--- config.mk ---
export PLATFORM = sky130hd
export DESIGN_NAME = seq_mult_flat
export DESIGN_NICKNAME = d
export VERILOG_FILES = /design/src/rtl/seq_mult_pkg.sv /design/src/rtl/seq_mult_if.sv /design/src/rtl/seq_mult_cneg.sv /design/src/rtl/seq_mult.sv /design/src/flat_wrapper.sv
export SDC_FILE = /design/constraint.sdc
export NUM_CORES = 1
export LEC_CHECK = 0
export ABC_AREA = 0
export CAP_MARGIN = 15
export CORE_MARGIN = 1
export CORE_UTILIZATION = 53
export CTS_CLUSTER_DIAMETER = 40
export CTS_CLUSTER_SIZE = 14
export DETAILED_ROUTE_END_ITERATION = 16
export PLACE_DENSITY_LB_ADDON = 0.1
export REMOVE_ABC_BUFFERS = 1
export SKIP_LAST_GASP = 1
export SLEW_MARGIN = 20
export SYNTH_ARGS = -nofsm -noshare
export SYNTH_HDL_FRONTEND = slang
export SYNTH_SLANG_ARGS = --single-unit
--- constraint.sdc ---
create_clock -name clk -period 3 [get_ports clk]
set_input_delay 0.6 -clock clk [delete_from_list [all_inputs] [get_ports clk]]
set_output_delay 0.6 -clock clk [all_outputs]
set_load 0.02 [all_outputs]
--- src/rtl/seq_mult_pkg.sv ---
`default_nettype none
// ============================================================================
//  Module      : seq_mult_pkg
//  Description : Shared types for the sequential shift-add multiplier:
//                control-FSM state encoding.
//  Revision    : 1.0 - initial release
// ============================================================================
package seq_mult_pkg;

    // Width of the control-FSM state register
    localparam int STATE_W = 2;

    typedef enum logic [STATE_W-1:0] {
        ST_IDLE = 2'd0,
        ST_RUN  = 2'd1,
        ST_DONE = 2'd2
    } state_t;

endpackage : seq_mult_pkg
`default_nettype wire

--- src/rtl/seq_mult_if.sv ---
`default_nettype none
// ============================================================================
//  Module      : seq_mult_if
//  Description : Operand/product handshake bundle for seq_mult. The master
//                side presents operands and consumes products; the slave side
//                is the multiplier.
//  Revision    : 1.0 - initial release
// ============================================================================
interface seq_mult_if #(
    parameter int WIDTH = 4
);
    logic                 in_valid;
    logic                 in_ready;
    logic [WIDTH-1:0]     x;
    logic [WIDTH-1:0]     y;
    logic                 signed_mode;
    logic                 out_valid;
    logic                 out_ready;
    logic [2*WIDTH-1:0]   p;
    logic                 busy;

    modport master (
        output in_valid, x, y, signed_mode, out_ready,
        input  in_ready, out_valid, p, busy
    );

    modport slave (
        input  in_valid, x, y, signed_mode, out_ready,
        output in_ready, out_valid, p, busy
    );
endinterface : seq_mult_if
`default_nettype wire

--- src/rtl/seq_mult_cneg.sv ---
`default_nettype none
// ============================================================================
//  Module      : seq_mult_cneg
//  Description : Combinational conditional two's-complement negate. Used both
//                as an absolute-value stage (i_neg = sign bit) and as the
//                final sign-application stage of the product.
//  Revision    : 1.0 - initial release
// ============================================================================
module seq_mult_cneg #(
    parameter int WIDTH = 4
) (
    input  wire logic [WIDTH-1:0] i_a,
    input  wire logic             i_neg,
    output logic      [WIDTH-1:0] o_y
);

    // Negating the most-negative value wraps to the same bit pattern, which
    // read as unsigned is exactly its magnitude.
    always_comb begin
        o_y = i_neg ? ((~i_a) + {{(WIDTH-1){1'b0}}, 1'b1}) : i_a;
    end

endmodule : seq_mult_cneg
`default_nettype wire

--- src/rtl/seq_mult.sv ---
`default_nettype none
// ============================================================================
//  Module      : seq_mult
//  Description : Sequential shift-add multiplier, one partial product per
//                cycle, fixed WIDTH-cycle latency, signed/unsigned operands
//                and valid/ready handshakes on both sides.
//  Revision    : 1.0 - initial release
// ============================================================================
module seq_mult
    import seq_mult_pkg::*;
#(
    parameter int WIDTH = 4,
    parameter int CNT_W = $clog2(WIDTH + 1)
) (
    input  wire logic  clk,
    input  wire logic  rst,
    seq_mult_if.slave  bus
);

    // Control and datapath state
    state_t               r_state;
    logic [CNT_W-1:0]     r_cnt;
    logic [2*WIDTH:0]     r_acc;      // {carry, upper half, multiplier}
    logic [WIDTH-1:0]     r_xmag;
    logic                 r_neg;
    logic                 r_in_ready;
    logic                 r_out_valid;
    logic                 r_busy;
    logic [2*WIDTH-1:0]   r_p;

    logic [WIDTH-1:0]     w_xmag;
    logic [WIDTH-1:0]     w_ymag;
    logic [WIDTH:0]       w_sum;
    logic [2*WIDTH:0]     w_acc_next;
    logic [2*WIDTH-1:0]   w_prod;

    assign bus.in_ready  = r_in_ready;
    assign bus.out_valid = r_out_valid;
    assign bus.busy      = r_busy;
    assign bus.p         = r_p;

    // Operand magnitudes; only negated when signed mode sees a set sign bit
    seq_mult_cneg #(.WIDTH(WIDTH)) u_abs_x (
        .i_a   (bus.x),
        .i_neg (bus.signed_mode & bus.x[WIDTH-1]),
        .o_y   (w_xmag)
    );

    seq_mult_cneg #(.WIDTH(WIDTH)) u_abs_y (
        .i_a   (bus.y),
        .i_neg (bus.signed_mode & bus.y[WIDTH-1]),
        .o_y   (w_ymag)
    );

    // One shift-add step: conditionally add the multiplicand into the upper
    // half, then shift the whole accumulator right by one.
    always_comb begin
        w_sum      = r_acc[0] ? (r_acc[2*WIDTH:WIDTH] + {1'b0, r_xmag})
                              : r_acc[2*WIDTH:WIDTH];
        w_acc_next = {1'b0, w_sum, r_acc[WIDTH-1:1]};
    end

    // Apply the product sign to the magnitude left after the final step
    seq_mult_cneg #(.WIDTH(2*WIDTH)) u_neg_p (
        .i_a   (w_acc_next[2*WIDTH-1:0]),
        .i_neg (r_neg),
        .o_y   (w_prod)
    );

    // Control FSM with registered handshake outputs and product register
    always_ff @(posedge clk) begin
        if (rst) begin
            r_state     <= ST_IDLE;
            r_cnt       <= '0;
            r_acc       <= '0;
            r_xmag      <= '0;
            r_neg       <= 1'b0;
            r_in_ready  <= 1'b1;
            r_out_valid <= 1'b0;
            r_busy      <= 1'b0;
            r_p         <= '0;
        end else begin
            case (r_state)
                ST_IDLE: begin
                    if (bus.in_valid && r_in_ready) begin
                        r_xmag     <= w_xmag;
                        r_acc      <= {{(WIDTH+1){1'b0}}, w_ymag};
                        r_neg      <= bus.signed_mode &
                                      (bus.x[WIDTH-1] ^ bus.y[WIDTH-1]);
                        r_cnt      <= '0;
                        r_in_ready <= 1'b0;
                        r_busy     <= 1'b1;
                        r_state    <= ST_RUN;
                    end
                end
                ST_RUN: begin
                    r_acc <= w_acc_next;
                    r_cnt <= r_cnt + CNT_W'(1);
                    if (r_cnt == CNT_W'(WIDTH - 1)) begin
                        r_p         <= w_prod;
                        r_busy      <= 1'b0;
                        r_out_valid <= 1'b1;
                        r_state     <= ST_DONE;
                    end
                end
                ST_DONE: begin
                    // Return to IDLE only; a new request waits one cycle
                    if (bus.out_ready) begin
                        r_out_valid <= 1'b0;
                        r_in_ready  <= 1'b1;
                        r_state     <= ST_IDLE;
                    end
                end
                default: begin
                    r_state <= ST_IDLE;
                end
            endcase
        end
    end

endmodule : seq_mult
`default_nettype wire

--- src/flat_wrapper.sv ---
// flat-port wrapper written by rule: the top's interface ports become plain ports
module seq_mult_flat import seq_mult_pkg::*;
#(
    parameter int WIDTH = 4,
    parameter int CNT_W = $clog2(WIDTH + 1)
)
  (clk, rst, bus_in_valid, bus_x, bus_y, bus_signed_mode, bus_out_ready, bus_in_ready, bus_out_valid, bus_p, bus_busy);
  seq_mult_if #(.WIDTH(WIDTH)) bus_i ();
  input  wire logic clk;
  input  wire logic rst;
  input wire logic [$bits(bus_i.in_valid)-1:0] bus_in_valid;
  input wire logic [$bits(bus_i.x)-1:0] bus_x;
  input wire logic [$bits(bus_i.y)-1:0] bus_y;
  input wire logic [$bits(bus_i.signed_mode)-1:0] bus_signed_mode;
  input wire logic [$bits(bus_i.out_ready)-1:0] bus_out_ready;
  output wire logic [$bits(bus_i.in_ready)-1:0] bus_in_ready;
  output wire logic [$bits(bus_i.out_valid)-1:0] bus_out_valid;
  output wire logic [$bits(bus_i.p)-1:0] bus_p;
  output wire logic [$bits(bus_i.busy)-1:0] bus_busy;
  assign bus_i.in_valid = bus_in_valid;
  assign bus_i.x = bus_x;
  assign bus_i.y = bus_y;
  assign bus_i.signed_mode = bus_signed_mode;
  assign bus_i.out_ready = bus_out_ready;
  assign bus_in_ready = bus_i.in_ready;
  assign bus_out_valid = bus_i.out_valid;
  assign bus_p = bus_i.p;
  assign bus_busy = bus_i.busy;
  seq_mult #(.WIDTH(WIDTH), .CNT_W(CNT_W)) u_core (.clk(clk), .rst(rst), .bus(bus_i));
endmodule
==> results.rst, run 1 <==
.. list-table::
   :header-rows: 1

   * - Metric
     - Value
   * - Number of inserted diodes
     - 0
   * - Max-cap violations
     - 0
   * - Met2 WL post-DR
     - 1609 um
   * - Min-delay src
     - u_core.bus.p[4]
   * - Async SR Flop Fraction
     - 0%
   * - Unique cell type count in the Yosys netlist
     - 43
   * - Clock latency on the worst-skew pair
     - 0.33 ns
   * - Count of unresolved DRC violations after routing
     - 1
   * - Final clock period utilization by the worst path
     - 74.22%
   * - Max Clock Freq
     - 449.1 MHz
   * - Kind of cell adding the most delay to the critical path
     - adder cells
   * - Maximum number of pins on one net before global-route repair
     - 25
   * - Worst-path cell with the longest stage delay
     - sky130_fd_sc_hd__fa_1
   * - Starting Density
     - 57.59%
   * - CTS buffer count
     - 5
   * - GRT overflow
     - 0
   * - Worst Path Buf+Inv
     - 0
   * - Overall die width
     - 57.44 um
   * - Final TNS setup
     - 0 ns
   * - Leakage Power
     - 0.7614 nW
   * - Register-to-register setup slack
     - 0.77 ns
   * - Length in cells of the worst reg-to-reg path
     - 7
   * - Number of hold buffers added after CTS
     - 0
   * - Critical path launch point
     - u_core.r_acc[4]
   * - Routability Congestion
     - 0.8651
   * - Worst R2R Start
     - u_core.r_acc[4]
   * - Layout area overhead
     - 19.89%
   * - Number of enable-type register cells in the synthesized netlist
     - 0
   * - Final Critical Period
     - 2.227 ns
   * - Unrepaired setup endpoints after global routing
     - false
   * - Setup skew after layout
     - 0.006488 ns
   * - Kind of capture point of the worst setup path
     - register
   * - Slew of the pin with the lowest slew margin
     - 0.5316 ns
   * - Cell at the root of the clock tree
     - sky130_fd_sc_hd__clkbuf_4
   * - Required time reported for the critical path endpoint
     - 3.28 ns
   * - CTS tree
     - yes
   * - Type of origin of the critical path
     - register
   * - Row cnt
     - 19
   * - Total via count after detailed routing
     - 1483
   * - Count of nets left with antenna violations after detail routing
     - 0
   * - Top library cells by usage in the layout, fill and taps aside
     - 29 x sky130_fd_sc_hd__dfxtp_1, 24 x sky130_fd_sc_hd__nor2_1, 23 x sky130_fd_sc_hd__clkdlybuf4s50_1
   * - Min-delay worst type
     - register to register
   * - Sequence of cells on the critical path
     - ha_1 -> fa_1 -> xnor2_1 -> a21oi_1 -> o31a_1 -> or4_1 -> nand3_1
   * - Global-route wire length before repair
     - 5858 um
   * - Max Buffers Root-to-Sink
     - 2
   * - Number of synthesized register bits
     - 29
   * - Number of failing setup endpoints in the final timing report
     - 0
   * - Maximum single-stage delay on the critical path
     - 0.46 ns
   * - Number of optimization iterations in the first detailed-route pass
     - 10
   * - Core outline area
     - 0.002829 mm^2
   * - Initial antenna violation count
     - 0
   * - Sequential cell area fraction in the yosys report
     - 35.64%
   * - Worst Hold Path Cells
     - 2
   * - Cell taking the most area after synthesis
     - sky130_fd_sc_hd__dfxtp_1
   * - Hold path endpoint
     - u_core.bus.p[4]
   * - Metal-1 WL
     - 1563 um
   * - Initial drt markers
     - 52
   * - Most area-consuming cells after synthesis
     - sky130_fd_sc_hd__dfxtp_1 36%, sky130_fd_sc_hd__ha_1 6.9%, sky130_fd_sc_hd__a21oi_1 6.8%, sky130_fd_sc_hd__nor2_1 5.5%, sky130_fd_sc_hd__nand2_1 5.1%
   * - # port buffers
     - 23
   * - Vertical die dimension
     - 57.44 um
   * - Area enclosed by the die boundary
     - 0.003299 mm^2
   * - Predominant post-synthesis flop cell
     - sky130_fd_sc_hd__dfxtp_1
   * - Worst ir drop on vdd
     - 0.3778 mV
   * - Average via count per standard cell
     - 5.770
   * - CTS HTree Levels
     - 2
   * - Power density over the cells
     - 459.2 mW/mm^2
   * - Routed wire length per instance
     - 13.31 um
   * - Final core utilization
     - 69.04%
   * - Wire length reported by the detailed router
     - 3421 um
   * - End of the worst register-to-register path
     - u_core.bus.p[6]
   * - Number of synthesis warnings
     - 0
   * - Cells after synthesis
     - 202
   * - Result of the run
     - finished with violations
   * - Detailed Place HPWL
     - 2609 um
   * - Netlist area before placement
     - 0.001629 mm^2
   * - Layout Nets
     - 248
   * - Slew margin rel.
     - 64.48%
   * - Share of the synthesized area in the top cell type
     - 35.64%
   * - Critical path type
     - register to register
   * - Most common cell after layout, fill and taps aside
     - sky130_fd_sc_hd__dfxtp_1
   * - Number of endpoints with negative hold slack in the final report
     - 0
   * - Fraction of final layout cells with drive strength greater than 1
     - 7.965%
   * - Overall track demand over capacity in global routing
     - 23.48%
   * - Violated checks
     - DRC
   * - Clock-pin slew on the worst setup and hold paths
     - 0.10 ns
   * - Post-Synthesis Mean Instance Area
     - 8.065 um^2
   * - Pins Over Slew Limit
     - 0
   * - Via count of the first global-routing pass
     - 1335
   * - Uppermost metal layer occupied by signal nets
     - met4
   * - Post CTS Setup Buffer Count
     - 0
   * - Post-CTS Resized
     - 0
   * - Arrival time reported for the critical path endpoint
     - 2.50 ns
   * - Io pins
     - 24
   * - Sink count of the clock tree
     - 29
   * - Length of routed met3 wiring
     - 186 um
   * - Maximum fanout count along the critical path
     - 4
## metrics by stage
step	setup WS [ns]	total power [mW]	cells	instance area, um^2	hold WS, ns
finish	0.7734	0.8969	257	1953	0.4643
floorplan	0.9115	0.5063	192	1577	0.4346
global placement	0.8162	0.5614	249	1868	0.4411
global route	0.6299	0.9356	257	1953	0.4870
detailed placement	0.7459	0.5665	249	1868	0.4554
CTS	0.7690	0.9015	257	1953	0.4695
## report_power, final
group | internal (mW) | switching (mW)
Sequential | 0.400 | 0.0182
Combinational | 0.0618 | 0.0782
Clock | 0.199 | 0.140
Total | 0.660 | 0.237
## worst reg2reg max path: cells and delay by family (launching register included)
kind / cells / cell delay [ns]
adder cells (fa/ha/maj): 2 / 0.68
AND/OR/NAND/NOR: 2 / 0.48
AO/OA/AOI/OAI: 2 / 0.49
flip-flops: 1 / 0.35
XOR/XNOR: 1 / 0.18
## kinds of logic (layout without fill, tap and decap cells)
family                     Yosys count  after routing  share of synthesized area [%]
buffers and inverters               20             44                          5.530
muxes                                4              4                          2.535
adders and majority gates           10             10                          8.141
AOI/OAI and AO/OA                   45             45                          17.82
DFF                                 29             29                          35.64
and+or+nand+nor                     86             86                          26.04
xor gates and xnor gates             8              8                          4.301
## layout make-up
cell class,count,area [um^2]
clock buffers,7,55.05
clock inverters,1,30.03
well taps,31,38.79
multi-input cells,153,958.4
flip-flops and latches,29,580.6
fillers,238,875.8
repair buffers,26,252.7
inverters,10,37.54
## metal layers
| layer | GRT usage, % | up-vias |
|---|---|---|
| met5 | 0 | - |
| met4 | 10.45 | 0 |
| met3 | 4.762 | 8 |
| met2 | 38.04 | 47 |
| met1 | 30.20 | 683 |
| li1 | - | 745 |
## worst max path at each step
| stage | cells after the start | end | slack [ns] |
|---|---|---|---|
| finish | 7 | u_core.bus.p[6] | 0.77 |
| detailed placement | 6 | u_core.r_xmag[1] | 0.75 |
| global placement | 7 | u_core.bus.p[6] | 0.82 |
| global route | 7 | u_core.bus.p[6] | 0.63 |
| floorplan | 7 | u_core.bus.p[6] | 0.91 |
| CTS | 7 | u_core.bus.p[6] | 0.77 |
## synthesized netlist by cell type, drive strengths merged (2+ instances only)
cell type  instances
a211oi             4
a21oi             22
a31oi              3
buf                5
clkbuf             5
dfxtp             29
ha                 9
inv               10
mux2i              3
nand2             24
nand2b             5
nand3             16
nand3b             3
nor2              25
nor2b              4
nor3               3
nor3b              2
o21ai              5
o31ai              2
xnor2              4
xor2               4
## registers in the layout (all words and copies together), names as in the netlist
signal / count
u_core.bus.p: 8
u_core.r_acc: 8
u_core.r_xmag: 4
u_core.r_cnt: 3
u_core.r_state: 2
u_core.bus.busy: 1
u_core.bus.in_ready: 1
u_core.bus.out_valid: 1
u_core.r_neg: 1
No activity file was read; power rests on OpenSTA's default activity.
==> inputs of run 2 (changes only) <==
- CORE_UTILIZATION: 53 -> 48
- clock period: 3 -> 1.95 ns (I/O delays scaled with it)
==> results.rst, run 2 (synthesis results as in run 1) <==
.. list-table::
   :header-rows: 1

   * - Metric
     - Value
   * - Result of the run
     - finished with violations
   * - Violated checks
     - setup timing
   * - Most common cell after layout, fill and taps aside
     - sky130_fd_sc_hd__dfxtp_1
   * - Layout Nets
     - 255
   * - Initial antenna violation count
     - 0
   * - Maximum fanout count along the critical path
     - 2
   * - Arrival time reported for the critical path endpoint
     - 2.26 ns
   * - Vertical die dimension
     - 60.26 um
   * - Pins Over Slew Limit
     - 0
   * - Overall track demand over capacity in global routing
     - 22.97%
   * - Global-route wire length before repair
     - 6106 um
   * - Area enclosed by the die boundary
     - 0.003631 mm^2
   * - Type of origin of the critical path
     - register
   * - Detailed Place HPWL
     - 2742 um
   * - Setup skew after layout
     - 0.01350 ns
   * - CTS tree
     - yes
   * - Max-cap violations
     - 0
   * - Critical path type
     - register to register
   * - Share of power burned in registers
     - 46.1%
   * - Count of unresolved DRC violations after routing
     - 0
   * - Sink count of the clock tree
     - 29
   * - Kind of capture point of the worst setup path
     - register
   * - Clock power share
     - 37.3%
   * - Number of inserted diodes
     - 0
   * - Max Clock Freq
     - 504.4 MHz
   * - Min-delay worst type
     - register to register
   * - Number of endpoints with negative hold slack in the final report
     - 0
   * - Wire length reported by the detailed router
     - 3612 um
   * - CTS HTree Levels
     - 2
   * - Overall die width
     - 60.26 um
   * - Initial drt markers
     - 48
   * - Setup WS post-layout
     - -0.03259 ns
   * - Via count of the first global-routing pass
     - 1401
   * - Maximum number of pins on one net before global-route repair
     - 24
   * - Clock latency on the worst-skew pair
     - 0.33 ns
   * - Top library cells by usage in the layout, fill and taps aside
     - 27 x sky130_fd_sc_hd__dfxtp_1, 24 x sky130_fd_sc_hd__nor2_1, 23 x sky130_fd_sc_hd__clkdlybuf4s50_1
   * - Sequence of cells on the critical path
     - ha_4 -> fa_2 -> nor3b_2 -> nor2_1 -> o31a_1 -> or4_1 -> nand3_1
   * - Required time reported for the critical path endpoint
     - 2.22 ns
   * - Unrepaired setup endpoints after global routing
     - true
   * - Layout area overhead
     - 25.42%
   * - Internal power contribution
     - 1.025 mW
   * - GRT overflow
     - 0
   * - Count of nets left with antenna violations after detail routing
     - 0
   * - Average via count per standard cell
     - 5.310
   * - Combinational group share of total power
     - 16.6%
   * - Io pins
     - 24
   * - Core outline area
     - 0.003128 mm^2
   * - Number of failing setup endpoints in the final timing report
     - 1
   * - Switching share of power
     - 26.46%
   * - Slew margin rel.
     - 66.00%
   * - Fraction of final layout cells with drive strength greater than 1
     - 12.88%
   * - Worst-path cell with the longest stage delay
     - sky130_fd_sc_hd__fa_2
   * - Placed instance count
     - 268
   * - Final Power
     - 1.393 mW
   * - Row cnt
     - 20
   * - Worst ir drop on vdd
     - 0.4022 mV
   * - Clock-pin slew on the worst setup and hold paths
     - 0.10 ns
   * - CTS buffer count
     - 5
   * - Power density over the cells
     - 681.9 mW/mm^2
   * - Cell at the root of the clock tree
     - sky130_fd_sc_hd__clkbuf_4
   * - Starting Density
     - 52.08%
   * - Final clock period utilization by the worst path
     - 101.7%
   * - # port buffers
     - 23
   * - Register-to-register setup slack
     - -0.03 ns
   * - Routability Congestion
     - 0.8309
   * - Leakage Power
     - 0.7950 nW
   * - Maximum single-stage delay on the critical path
     - 0.44 ns
   * - Max Buffers Root-to-Sink
     - 2
   * - Routed wire length per instance
     - 13.04 um
   * - Switching power total
     - 0.3687 mW
   * - Total via count after detailed routing
     - 1471
   * - Number of optimization iterations in the first detailed-route pass
     - 4
   * - Slew of the pin with the lowest slew margin
     - 0.5100 ns
   * - Final Critical Period
     - 1.983 ns
   * - Non-filler instance count after layout
     - 277
[run 2: changes by cell type in the layout (fill, tap and decap cells not counted), sizes merged]
cell  before  now
buf        3   10
[run 2: per-layer routing]
metal / part of all wire, % / global-route usage (%) / routed length, um
met5: 0 / 0 / 0
met4: 2.4 / 9.967 / 88
met3: 5.4 / 5.844 / 196
met2: 46 / 38.15 / 1659
met1: 46 / 27.74 / 1667
[run 2: worst max-delay path: cells and delay by family, from the launching register on]
family / cells / cell delay [ns]
AOI/OAI and AO/OA: 1 / 0.25
and+or+nand+nor: 4 / 0.73
adders and majority gates: 2 / 0.59
DFF: 1 / 0.36
[run 2: area by class of cell]
type / count / area (um^2)
Fill cell: 283 / 1085
Multi-Input combinational cell: 153 / 977.2
Sequential cell: 29 / 583.1
Timing Repair Buffer: 33 / 305.3
Clock buffer: 7 / 55.05
Tap cell: 44 / 55.05
Inverter: 10 / 37.54
Clock inverter: 1 / 30.03
[run 2: worst paths after layout]
check	startpoint	endpoint	depth (start not counted)
min	u_core.bus.p[3]	u_core.bus.p[3]	2
max reg2reg	u_core.r_acc[4]	u_core.bus.p[6]	7
max	u_core.r_acc[4]	u_core.bus.p[6]	7
min reg2reg	u_core.bus.p[3]	u_core.bus.p[3]	2
[run 2: metrics by stage]
stage	instance area [um^2]	setup slack (ns)	util (%)	setup TNS, ns	hold slack (ns)
after detailed placement	1929	-0.2029	61.68	-0.4312	0.4500
after floorplan	1577	-0.1385	-	-0.1385	0.4346
after global placement	1929	-0.1571	61.68	-0.1571	0.4426
after global routing	2043	-0.09866	65.32	-0.1220	0.4916
after CTS	2032	-0.005001	64.96	-0.005001	0.4641
final	2043	-0.03259	65.32	-0.03259	0.4599
[run 2: repair_timing]
item	in CTS	in global routing
endpoints found under the hold margin	0	0
hold buffers	0	0
pin swaps	5	0
resized for setup	5	2
setup endpoints to repair	3	3
setup buffers	0	1
[run 2: power by group through the flow]
stage	combinational [mW]	clock (mW)	sequential [mW]
floorplan	0.125	0	0.654
global placement	0.219	0	0.653
detailed placement	0.226	0	0.655
CTS	0.228	0.528	0.642
global route	0.256	0.553	0.646
finish	0.231	0.520	0.642
